--- config.mk ---
export PLATFORM = sky130hd
export DESIGN_NAME = rr_grant_sequencer
export DESIGN_NICKNAME = d
export VERILOG_FILES = /design/src/rtl/rr_grant_sequencer_pkg.sv /design/src/rtl/rr_grant_sequencer_sel_decoder_3to8.sv /design/src/rtl/rr_grant_sequencer.sv
export SDC_FILE = /design/constraint.sdc
export NUM_CORES = 1
export LEC_CHECK = 0
export CAP_MARGIN = 0
export CORE_UTILIZATION = 40
export CTS_CLUSTER_DIAMETER = 30
export CTS_CLUSTER_SIZE = 24
export DETAILED_ROUTE_END_ITERATION = 7
export GPL_TIMING_DRIVEN = 0
export PLACE_DENSITY = 0.61
export SLEW_MARGIN = 10
export SYNTH_ARGS = -nofsm -noshare
export SYNTH_HDL_FRONTEND = slang
export SYNTH_SLANG_ARGS = --single-unit
--- constraint.sdc ---
create_clock -name clk -period 7.95 [get_ports clk]
set_clock_uncertainty 0.05 [all_clocks]
set_input_delay 1.59 -clock clk [delete_from_list [all_inputs] [get_ports clk]]
set_output_delay 1.59 -clock clk [all_outputs]
set_load 0.05 [all_outputs]
--- src/rtl/rr_grant_sequencer_pkg.sv ---
// Shared constants for the round-robin grant sequencer: requester count,
// select width, default hold limit and the FSM state encodings.
package rr_grant_sequencer_pkg;

  localparam int N_REQ            = 8;
  localparam int SEL_W            = 3;
  localparam int MAX_HOLD_DEFAULT = 16;

  localparam logic [1:0] ST_IDLE    = 2'd0;
  localparam logic [1:0] ST_GRANT   = 2'd1;
  localparam logic [1:0] ST_RELEASE = 2'd2;

  // Width of the hold counter: enough to reach MAX_HOLD-1 plus one spare bit.
  function automatic int hold_cnt_w(input int max_hold);
    return $clog2(max_hold) + 1;
  endfunction

endpackage

--- src/rtl/rr_grant_sequencer_sel_decoder_3to8.sv ---
// 3-to-8 one-hot decoder with enable. Output is fully defined for every code
// and forced to zero when disabled, so the decoded select is never X.
module sel_decoder_3to8 (
  input  logic [2:0] sel,
  input  logic       en,
  output logic [7:0] onehot
);

  // Combinational decode, zero when not enabled.
  always_comb begin
    onehot = 8'h00;
    if (en) begin
      case (sel)
        3'd0:    onehot = 8'h01;
        3'd1:    onehot = 8'h02;
        3'd2:    onehot = 8'h04;
        3'd3:    onehot = 8'h08;
        3'd4:    onehot = 8'h10;
        3'd5:    onehot = 8'h20;
        3'd6:    onehot = 8'h40;
        3'd7:    onehot = 8'h80;
        default: onehot = 8'h00;
      endcase
    end
  end

endmodule

--- src/rtl/rr_grant_sequencer.sv ---
// Round-robin sequencer sharing one decoded 8-way select between 8 requesters.
// One grant at a time; each grant ends on done, on request drop, or on the
// hold limit, followed by a single RELEASE cycle and an IDLE cycle.
//
// state   | meaning
// --------+-------------------------------------------------------------
// IDLE    | no owner; rotating search from ptr picks the next requester
// GRANT   | owner holds the select; hold_cnt counts cycles held
// RELEASE | one dead cycle; ptr moves to the slot after the released owner
module rr_grant_sequencer
  import rr_grant_sequencer_pkg::*;
#(
  parameter int N        = N_REQ,
  parameter int SELW     = SEL_W,
  parameter int MAX_HOLD = MAX_HOLD_DEFAULT
) (
  input  logic            clk,
  input  logic            rst_n,
  input  logic [N-1:0]    req,
  input  logic            done,
  output logic            gnt_valid,
  output logic [SELW-1:0] gnt_sel,
  output logic [N-1:0]    gnt_onehot,
  output logic            forced_rel
);

  localparam int            HW        = hold_cnt_w(MAX_HOLD);
  localparam logic [HW-1:0] HOLD_LAST = HW'(MAX_HOLD - 1);
  localparam logic [HW-1:0] HOLD_SAT  = '1;
  localparam logic [SELW-1:0] LAST_IDX = SELW'(N - 1);

  logic [1:0]      state;
  logic [SELW-1:0] ptr;
  logic [SELW-1:0] owner;
  logic [HW-1:0]   hold_cnt;

  logic            pick_found;
  logic [SELW-1:0] pick_idx;
  logic [SELW-1:0] cand;

  logic            rel_normal;
  logic            rel_timeout;
  logic            rel_any;

  // Rotating priority search: first set request at ptr, ptr+1, ... ptr+N-1.
  always_comb begin
    pick_found = 1'b0;
    pick_idx   = '0;
    cand       = '0;
    for (int i = 0; i < N; i++) begin
      cand = ptr + SELW'(i);
      if (!pick_found && req[cand]) begin
        pick_found = 1'b1;
        pick_idx   = cand;
      end
    end
  end

  // A done or a dropped request is a normal release and takes priority over
  // the timeout, so forced_rel only reports a timeout that happened alone.
  assign rel_normal  = done || !req[owner];
  assign rel_timeout = (hold_cnt == HOLD_LAST);
  assign rel_any     = rel_normal || rel_timeout;

  // State sequencing and registered grant outputs.
  always_ff @(posedge clk or negedge rst_n) begin
    if (!rst_n) begin
      state      <= ST_IDLE;
      gnt_valid  <= 1'b0;
      gnt_sel    <= '0;
      forced_rel <= 1'b0;
    end else begin
      case (state)
        ST_IDLE: begin
          forced_rel <= 1'b0;
          if (pick_found) begin
            state     <= ST_GRANT;
            gnt_valid <= 1'b1;
            gnt_sel   <= pick_idx;
          end
        end
        ST_GRANT: begin
          if (rel_any) begin
            state      <= ST_RELEASE;
            gnt_valid  <= 1'b0;
            gnt_sel    <= '0;
            forced_rel <= rel_timeout && !rel_normal;
          end
        end
        ST_RELEASE: begin
          state      <= ST_IDLE;
          forced_rel <= 1'b0;
        end
        default: begin
          state      <= ST_IDLE;
          gnt_valid  <= 1'b0;
          gnt_sel    <= '0;
          forced_rel <= 1'b0;
        end
      endcase
    end
  end

  // Hold counter: cleared on a new grant, saturating count while granted.
  always_ff @(posedge clk or negedge rst_n) begin
    if (!rst_n) begin
      hold_cnt <= '0;
    end else begin
      case (state)
        ST_IDLE: begin
          hold_cnt <= '0;
        end
        ST_GRANT: begin
          if (!rel_any && hold_cnt != HOLD_SAT) begin
            hold_cnt <= hold_cnt + 1'b1;
          end
        end
        default: begin
          hold_cnt <= '0;
        end
      endcase
    end
  end

  // Owner capture on grant; pointer advances past the owner during RELEASE.
  always_ff @(posedge clk or negedge rst_n) begin
    if (!rst_n) begin
      owner <= '0;
      ptr   <= '0;
    end else begin
      if (state == ST_IDLE && pick_found) begin
        owner <= pick_idx;
      end
      if (state == ST_RELEASE) begin
        ptr <= (owner == LAST_IDX) ? '0 : owner + 1'b1;
      end
    end
  end

  sel_decoder_3to8 u_sel_decoder (
    .sel    (gnt_sel),
    .en     (gnt_valid),
    .onehot (gnt_onehot)
  );

endmodule

==> out/results.tsv, run 1 <==
metric	value	unit
seq_area_frac_synth	23.0	%
crit_path_max_fanout	9	
yosysMostFrequentCell	nor2_1	
path_clk_slew	0.06	ns
synth_common_cells	nor2_1 (23), dfrtp_1 (18), nand2_1 (14)	
gr-total-overflow	0	
fin_util	49.0	%
clockBufferDepth	2	
die_w	72.0	um
num_rows	25	
hold_path_class	reg -> reg	
ant_nets	0	
wl_per_cell	16.2	um
drc	0	
ys_ff_latch	18	
cp_cell_sequence	clkdlybuf4s50_1, mux4_2, a221oi_2, o21ai_2, o32a_1, a211oi_1, o22ai_1	
worstSetupStartpointType	input pin	
ys.flop_type	dfrtp_1	
drv_slew	0	
routed_wl	4750	um
core-area	4720	sq um
syn2layout_area_growth	18.1	%
cts_resized	0	
root_buffer	clkbuf_8	
slowest_stage	mux4_2	
cts_buffers	3	
diodes	0	
hold_buffers	0	
worstPathRequired	8.00	ns
placed_cells	290	
grt_pass1_wl	8050	um
clock.fmax	0.233	GHz
cp-startpoint	req[7]	
synthTopCellsByArea	dfrtp_1 (23%), mux4_2 (13%), mux2i_1 (5.6%)	
die_height	72.0	um
cts_tree	yes	
drt_iter0_markers	135	
grt_pass1_vias	1619	
grt_setup_unrepaired	no	
fin_tns_setup	0	ns
maxCapViolations	0	
postCtsSetupBuffers	0	
synth-edff-count	0	
clkLatencyLatePin	0.25	ns
dieArea	5190	sq um
yosysTopAreaCell	dfrtp_1	
reg2regPathDepth	10	
grt_usage	19.6	%
fin_cells	293	
gp_congestion	0.845	
mappedNetlistNets	218	
avgSynthCellArea	9.80	sq um
hold_ws	0.493	ns
slew_headroom	45.1	%
fillers	458	
dr.pass1.iters	4	
setup_violations	0	
finalNetCount	246	
num_vias	1713	
timing.rr.start	ptr[1]	
antenna_found_initial	0	
h-tree-depth	1	
worstMarginPinSlew	0.821	ns
portBuffers	23	
synthDistinctLibCells	68	
drive_above_1_share	19.9	%
endpoint_kind	flip-flop	
synthArstFlopShare	100	%
path_class	in -> reg	
status	finished, final reports clean	
dp_hpwl	3660	um
netlist_instances	200	
worstHoldPathCells	1	
reg2reg_slack	3.94	ns
worstHoldStart	gnt_valid	
synth_top_area_share	23.0	%
hold_viol_final	0	
post-route-period-util	54.1	%
start_util	41.5	%
cts_sinks	18	
layout_min_cycle_time	4.30	ns
arrival	4.35	ns
ys.warnings.count	0	
critPathMaxStageDelay	0.62	ns
grt_start_max_net_pins	19	
pin_count	24	
synth_area	1960	sq um
viasPerCell	5.85	
per-stage QoR:
step                      cell area (sq um)  worst slack [ns]
after detailed placement               2270              3.52
after global placement                 2270              3.50
final                                  2320              3.65
after floorplan                        1960              4.37
after CTS                              2320              3.75
after global routing                   2320              3.53
worst max-delay path: cells and delay by family:
kind | cells | cell delay, ns
AOI/OAI and AO/OA | 5 | 1.62
buffers and inverters | 1 | 0.51
muxes | 1 | 0.62
sequential cells by signal, indices dropped and copies added (netlist names):
signal,flops
hold_cnt,5
gnt_sel,3
owner,3
ptr,3
state,2
forced_rel,1
gnt_valid,1
layout make-up:
| cell class | instances | area, sq um | share of cell area [%] |
|---|---|---|---|
| multi-input cells | 161 | 1370 | 59.1 |
| flip-flops and latches | 18 | 450 | 19.4 |
| repair buffers | 23 | 230 | 9.94 |
| well taps | 67 | 83.8 | 3.62 |
| inverters | 14 | 80.1 | 3.46 |
| plain buffers | 7 | 61.3 | 2.65 |
| clock buffers | 3 | 41.3 | 1.78 |
cell usage in the layout (no fill, tap or decap), types with 2 or more instances in the layout:
| cell type | netlist | layout |
|---|---|---|
| a32oi_1 | 3 | 3 |
| inv_1 | 11 | 11 |
| clkdlybuf4s50_1 | 0 | 23 |
| a31oi_1 | 2 | 2 |
| mux4_2 | 11 | 11 |
| clkbuf_8 | 1 | 4 |
| nor4_1 | 2 | 2 |
| buf_6 | 2 | 2 |
| a22oi_1 | 2 | 2 |
| a221oi_2 | 2 | 2 |
| ha_1 | 7 | 7 |
| a21oi_1 | 7 | 7 |
| mux2i_1 | 11 | 11 |
| a211oi_1 | 2 | 2 |
| nor3_1 | 3 | 3 |
| nor3b_1 | 3 | 3 |
| and3_1 | 3 | 3 |
| mux2_2 | 7 | 7 |
| dfrtp_1 | 18 | 18 |
| or3_1 | 2 | 2 |
| o31ai_1 | 3 | 3 |
| a32o_1 | 2 | 2 |
| o22ai_1 | 2 | 2 |
| o211ai_1 | 2 | 2 |
| nand4_1 | 2 | 2 |
| bufinv_8 | 2 | 2 |
| nand2_1 | 14 | 14 |
| nor2_1 | 23 | 23 |
| o221ai_1 | 2 | 2 |
| nand2b_1 | 2 | 2 |
| o21ai_0 | 3 | 3 |
| mux2_1 | 2 | 2 |
| xor2_1 | 4 | 4 |
| xnor2_1 | 2 | 2 |
| a21oi_2 | 2 | 2 |
per-layer routing:
layer | wire, um | global-route usage (%) | up-vias | share of wire (%)
met5 | 0 | 0 | - | 0
met4 | 46 | 3.27 | 0 | 0.97
met3 | 171 | 3.61 | 4 | 3.6
met2 | 2160 | 30.4 | 37 | 45
met1 | 2380 | 29.0 | 840 | 50
li1 | - | - | 832 | -
path summary, 6_finish.rpt:
kind | end
max | owner[2]
min | gnt_valid
max reg2reg | owner[2]
min reg2reg | gnt_valid
max in group asynchronous | hold_cnt[3]
min in group asynchronous | gnt_sel[0]
logic make-up after synthesis:
family	after synthesis	synth area share, %
adder cells (fa/ha/maj)	7	4.47
buffers and inverters	21	7.21
multiplexers	32	24.8
XOR/XNOR	6	2.68
AO/OA/AOI/OAI	48	19.9
AND/OR/NAND/NOR	68	18.0
flip-flops	18	23.0
Power of run 1 is not shown: default switching activity piles up to over one toggle a cycle in this logic, so the estimate is an artifact.
==> run 2: changes to the inputs <==
==> constraint.sdc (replaced) <==
create_clock -name clk -period 4.2 [get_ports clk]
set_clock_uncertainty 0.05 [all_clocks]
set_input_delay 0.84 -clock clk [delete_from_list [all_inputs] [get_ports clk]]
set_output_delay 0.84 -clock clk [all_outputs]
set_load 0.05 [all_outputs]
==> out/results.tsv, run 2 (synthesis gave the netlist of run 1 again) <==
metric	value	unit
routed_wl	4760	um
portBuffers	23	
cts_tree	yes	
worstMarginPinSlew	0.821	ns
viasPerCell	5.84	
status	finished, final reports clean	
post-route-period-util	89.8	%
setup_violations	0	
grt_usage	19.6	%
wl_per_cell	16.2	um
pin_count	24	
worstHoldPathCells	1	
reg2regPathDepth	10	
timing.rr.start	ptr[1]	
grt_pass1_vias	1619	
gp_congestion	0.845	
die_w	72.0	um
timing.rr.end	owner[2]	
worstSetupStartpointType	flip-flop	
cts_buffers	3	
drive_above_1_share	20.4	%
path_class	reg -> reg	
drv_slew	0	
finalNetCount	246	
endpoint_kind	flip-flop	
largest_reg_flops	5	
dr.pass1.iters	4	
dp_hpwl	3660	um
clock.fmax	0.265	GHz
reg2reg_slack	0.43	ns
worstPathRequired	4.25	ns
root_buffer	clkbuf_8	
worstHoldStart	gnt_valid	
drc	0	
core-area	4720	sq um
arrival	3.82	ns
clkLatencyLatePin	0.25	ns
cts_sinks	18	
slew_headroom	45.1	%
dieArea	5190	sq um
maxCapViolations	0	
grt_setup_unrepaired	no	
final_cell_mix	nor2_1 (23), clkdlybuf4s50_1 (23), dfrtp_1 (18)	
fin_util	49.0	%
grt_pass1_wl	8050	um
num_vias	1711	
hold_buffers	0	
syn2layout_area_growth	17.9	%
antenna_found_initial	0	
hold_end	gnt_valid	
ant_nets	0	
num_rows	25	
drt_iter0_markers	135	
gr-total-overflow	0	
fin_tns_setup	0	ns
die_height	72.0	um
layout_min_cycle_time	3.77	ns
grt_start_max_net_pins	19	
crit_path_max_fanout	10	
hold_path_class	reg -> reg	
diodes	0	
start_util	41.5	%
regMostFlops	hold_cnt	
clockBufferDepth	2	
h-tree-depth	1	
hold_viol_final	0	
path_clk_slew	0.06	ns
run 2: cell count changes in the layout (fill, tap and decap cells not counted), sizes merged:
cell	delta
clkbuf	+1
dlygate4sd1	-1
run 2: through the flow:
| stage | std cells | instance area [sq um] | hold WS, ns | worst slack (ns) |
|---|---|---|---|---|
| 2_1_floorplan | 200 | 1960 | 0.447 | 0.852 |
| 3_3_place_gp | 290 | 2270 | 0.473 | 0.276 |
| 3_5_place_dp | 290 | 2270 | 0.486 | 0.313 |
| 4_1_cts | 293 | 2320 | 0.502 | 0.265 |
| 5_1_grt | 293 | 2310 | 0.534 | 0.243 |
| 6_report | 293 | 2310 | 0.493 | 0.427 |
run 2: critical path, cell delays in order (launching register included):
cell	delay [ns]
dfrtp_1	0.46
clkbuf_2	0.31
bufinv_8	0.25
ha_1	0.32
buf_6	0.17
mux4_2	0.43
a221oi_2	0.40
o21ai_2	0.17
o32a_1	0.37
a211oi_1	0.50
o22ai_1	0.18
run 2: final cells by class:
class / instances / area, sq um
buffer: 7 / 57.6
clock buffer: 3 / 41.3
fill: 460 / 2410
inverter: 14 / 80.1
multi-input combinational: 161 / 1370
sequential: 18 / 450
tap: 67 / 83.8
timing repair buffer: 23 / 230
run 2: repair_timing:
action,4_1_cts,5_1_grt
gates resized for setup,0,1
buffers inserted,0,0
setup endpoints to repair,0,1
run 2: per-layer routing:
layer,wire length [um],track usage (%)
met5,0,0
met4,46,3.27
met3,171,3.61
met2,2160,30.4
met1,2380,29.0
run 2: how the worst max path moves through the flow:
| stage | startpoint | end | slack [ns] | cells after the start |
|---|---|---|---|---|
| after floorplan | ptr[1] | gnt_sel[1] | 0.85 | 10 |
| after global placement | ptr[1] | owner[2] | 0.28 | 10 |
| after detailed placement | ptr[1] | owner[2] | 0.31 | 10 |
| after CTS | ptr[1] | owner[2] | 0.27 | 10 |
| after global routing | ptr[1] | owner[2] | 0.24 | 10 |
| final | ptr[1] | owner[2] | 0.43 | 10 |
Power of run 2 is left out for the same reason.
==> RTL change (config.mk and constraints of run 2) <==
Reset style: synchronous (`rst_n`), changed in 3 clocked blocks.
--- a/src/rtl/rr_grant_sequencer.sv
+++ b/src/rtl/rr_grant_sequencer.sv
@@ -63,7 +63,7 @@
   assign rel_any     = rel_normal || rel_timeout;
 
   // State sequencing and registered grant outputs.
-  always_ff @(posedge clk or negedge rst_n) begin
+  always_ff @(posedge clk) begin
     if (!rst_n) begin
       state      <= ST_IDLE;
       gnt_valid  <= 1'b0;
@@ -102,7 +102,7 @@
   end
 
   // Hold counter: cleared on a new grant, saturating count while granted.
-  always_ff @(posedge clk or negedge rst_n) begin
+  always_ff @(posedge clk) begin
     if (!rst_n) begin
       hold_cnt <= '0;
     end else begin
@@ -123,7 +123,7 @@
   end
 
   // Owner capture on grant; pointer advances past the owner during RELEASE.
-  always_ff @(posedge clk or negedge rst_n) begin
+  always_ff @(posedge clk) begin
     if (!rst_n) begin
       owner <= '0;
       ptr   <= '0;
Formal check against the unedited RTL: differs if rst_n is asserted again (counterexample within 4 cycles, from zero or initial values and one cycle with rst_n low); with rst_n held inactive, the same outputs for 10 cycles.
==> RTL change against run 2 <==
Synthesized cell count is 8.0% higher. Setup slack worse by 0.19 ns. Area after synthesis is 12% higher. Global-route usage is 3.1 points lower. Maximum frequency is 4.8% lower. Sequential cell count is 8 higher. Routed wire length is 1.6% lower. Cell area is 12% higher. Critical path type unchanged.
==> RTL change: results (changes against run 2) <==
* Status: finished clean (unchanged)
* Min-Delay Endpoint: owner[2]$_SDFFE_PN0P_ (was gnt_valid$_DFFE_PN0P_)
* Top cells by count, synth: 26 x dfxtp_1, 20 x nor2_1, 15 x mux2i_1, 13 x a21oi_1, 12 x mux4_2 (was 23 x nor2_1, 18 x dfrtp_1, 14 x nand2_1)
* Slew @ Worst Pin at 0.5020 ns (was 0.8210 ns)
* Vias in the first global route at 1588 (was 1619)
* Synth unique cells at 59 (was 68)
* Worst vdd ir at roughly 0.00025 V
* Layout Nets at 262 (was 246)
* Initial drt markers at 68 (was 135)
* Port bufs at 23 (unchanged)
* First-pass GRT wire length at 7728 µm (was 8045 µm)
* R2r setup slk at 0.24 ns (was 0.43 ns)
* Worst hold slack at 0.4447 ns (was 0.4934 ns)
* Total Routed Length at 4680 µm (was 4755 µm)
* Dpl cells at 309 (was 290)
* Worst hold path startpoint: owner[2]$_SDFFE_PN0P_ (was gnt_valid$_DFFE_PN0P_)
* Router iterations before antenna repair at 4 (unchanged)
* Dpl hpwl at 3637 µm (was 3659 µm)
* Fraction of layout cells with a size suffix above 1 at 0.2016 (was 0.2035)
* Setup Buffers After CTS at 0 (unchanged)
* Ys async rst share at 0 (was 1.000)
* Mapped Nets at 234 (was 218)
* Clk slew on worst S/H paths at 0.09 ns (was 0.06 ns)
* Synth area leaders: dfxtp_1 24%, mux4_2 12%, mux2i_1 6.8% (was dfrtp_1 23%, mux4_2 13%, mux2i_1 5.6%)
* Worst r2r src: ptr[1]$_SDFFE_PN0N_ (was ptr[1]$_DFFE_PN0N_)
* Root buffer cell: clkbuf_8 (unchanged)
* Hold path depth at 2 (was 1)
* GP Congestion at 0.8667 (was 0.8452)
* YS warnings at 0 (unchanged)
* WP data arrival at 4.11 ns (was 3.82 ns)
* Crit-path max FO at 10 (unchanged)
* Post-CTS Resized at 0 (unchanged)
* Part of the Yosys area used for sequential elements at 0.2368 (was 0.2297)
* Clock tree buffer depth at 2 (unchanged)
* R2R depth at 14 (was 10)
* H-tree depth at 1 (unchanged)
* Synth Instances at 216 (was 200)
* Initial antenna violation count at 0 (unchanged)
* Antenna cells at 0 (unchanged)
* DR WL/cell at 14.95 µm (was 16.23 µm)
* Total GRT Usage at 0.1650 (was 0.1958)
* Worst hold path class: flop to flop (unchanged)
* Nature of the critical path endpoint: flop (unchanged)
* Clk_lat worst skew at 0.27 ns (was 0.25 ns)
* Largest net degree at the start of global routing at 16 (was 19)
* Inserted Clock Buffers at 3 (unchanged)
* Leak Pwr at about 0.98 nW
* Vias at 1746 (was 1711)
==> RTL change: changes by cell type after synthesis, moves of 3 or more <==
cell	change
nand3_1	+3
mux2i_1	+4
a21oi_1	+6
nor3_1	+3
o31ai_1	-3
buf_6	+3
dfxtp_1	+26
nand2_1	-3
mux2_2	+4
nor2_1	-3
a32oi_1	-3
and2_1	+8
dfrtp_1	-18
==> RTL change: layer usage <==
metal	wire length (µm)	GRT usage	vias to the layer above
met1	2316	0.2410	831
met5	0	0	-
li1	-	-	873
met4	14	0.01731	0
met2	2176	0.2600	40
met3	172	0.03234	2
==> RTL change: per-stage QoR <==
stage          instance area [µm²]  setup WS [ns]  power (mW)
2_1_floorplan                 2198         0.6617      0.5520
3_3_place_gp                  2516         0.1788      0.6353
3_5_place_dp                  2516         0.1873      0.6352
4_1_cts                       2587         0.2340      0.8400
5_1_grt                       2587        0.03216      0.8836
6_report                      2587         0.2390      0.8331
==> RTL change: worst max path at each step <==
| stage | start | endpoint | slack (ns) | cells after the start |
|---|---|---|---|---|
| detailed placement | req[6] | flop | 0.19 | 10 |
| global route | ptr[1]$_SDFFE_PN0N_ | flop | 0.03 | 14 |
| floorplan | ptr[1]$_SDFFE_PN0N_ | flop | 0.66 | 14 |
| CTS | ptr[1]$_SDFFE_PN0N_ | flop | 0.23 | 14 |
| global placement | req[7] | flop | 0.18 | 10 |
| finish | ptr[1]$_SDFFE_PN0N_ | flop | 0.24 | 14 |
==> RTL change: where the power goes <==
group          internal [mW]  switching [mW]
clock network          0.127          0.0755
logic                  0.156           0.189
registers              0.267          0.0182
total                  0.551           0.282
==> RTL change: area by class of cell <==
cell class              instances  area, µm²
clock buffers                   3      41.29
inverters                      11      41.29
fillers                       487       2618
flip-flops and latches         26      520.5
repair buffers                 23      230.2
multi-input cells             169       1536
well taps                      70      87.58
plain buffers                  10      100.1
clock inverters                 1      30.03
==> RTL change: worst max-delay path, cell delays in order (launching register included) <==
cell	delay, ns
dfxtp_1	0.35
buf_4	0.18
buf_2	0.27
inv_1	0.17
ha_1	0.33
buf_6	0.13
mux2_1	0.34
mux4_2	0.51
o32ai_4	0.34
and3_4	0.27
a311o_1	0.17
buf_6	0.14
a311oi_2	0.06
or3_1	0.38
nor3b_1	0.19
==> RTL change: cells by family after synthesis <==
family / synth area share
AO/OA/AOI/OAI: 0.1651
adder cells (fa/ha/maj): 0.03984
buffers and inverters: 0.06431
flip-flops: 0.2368
multiplexers: 0.3056
XOR/XNOR: 0.03643
AND/OR/NAND/NOR: 0.1520
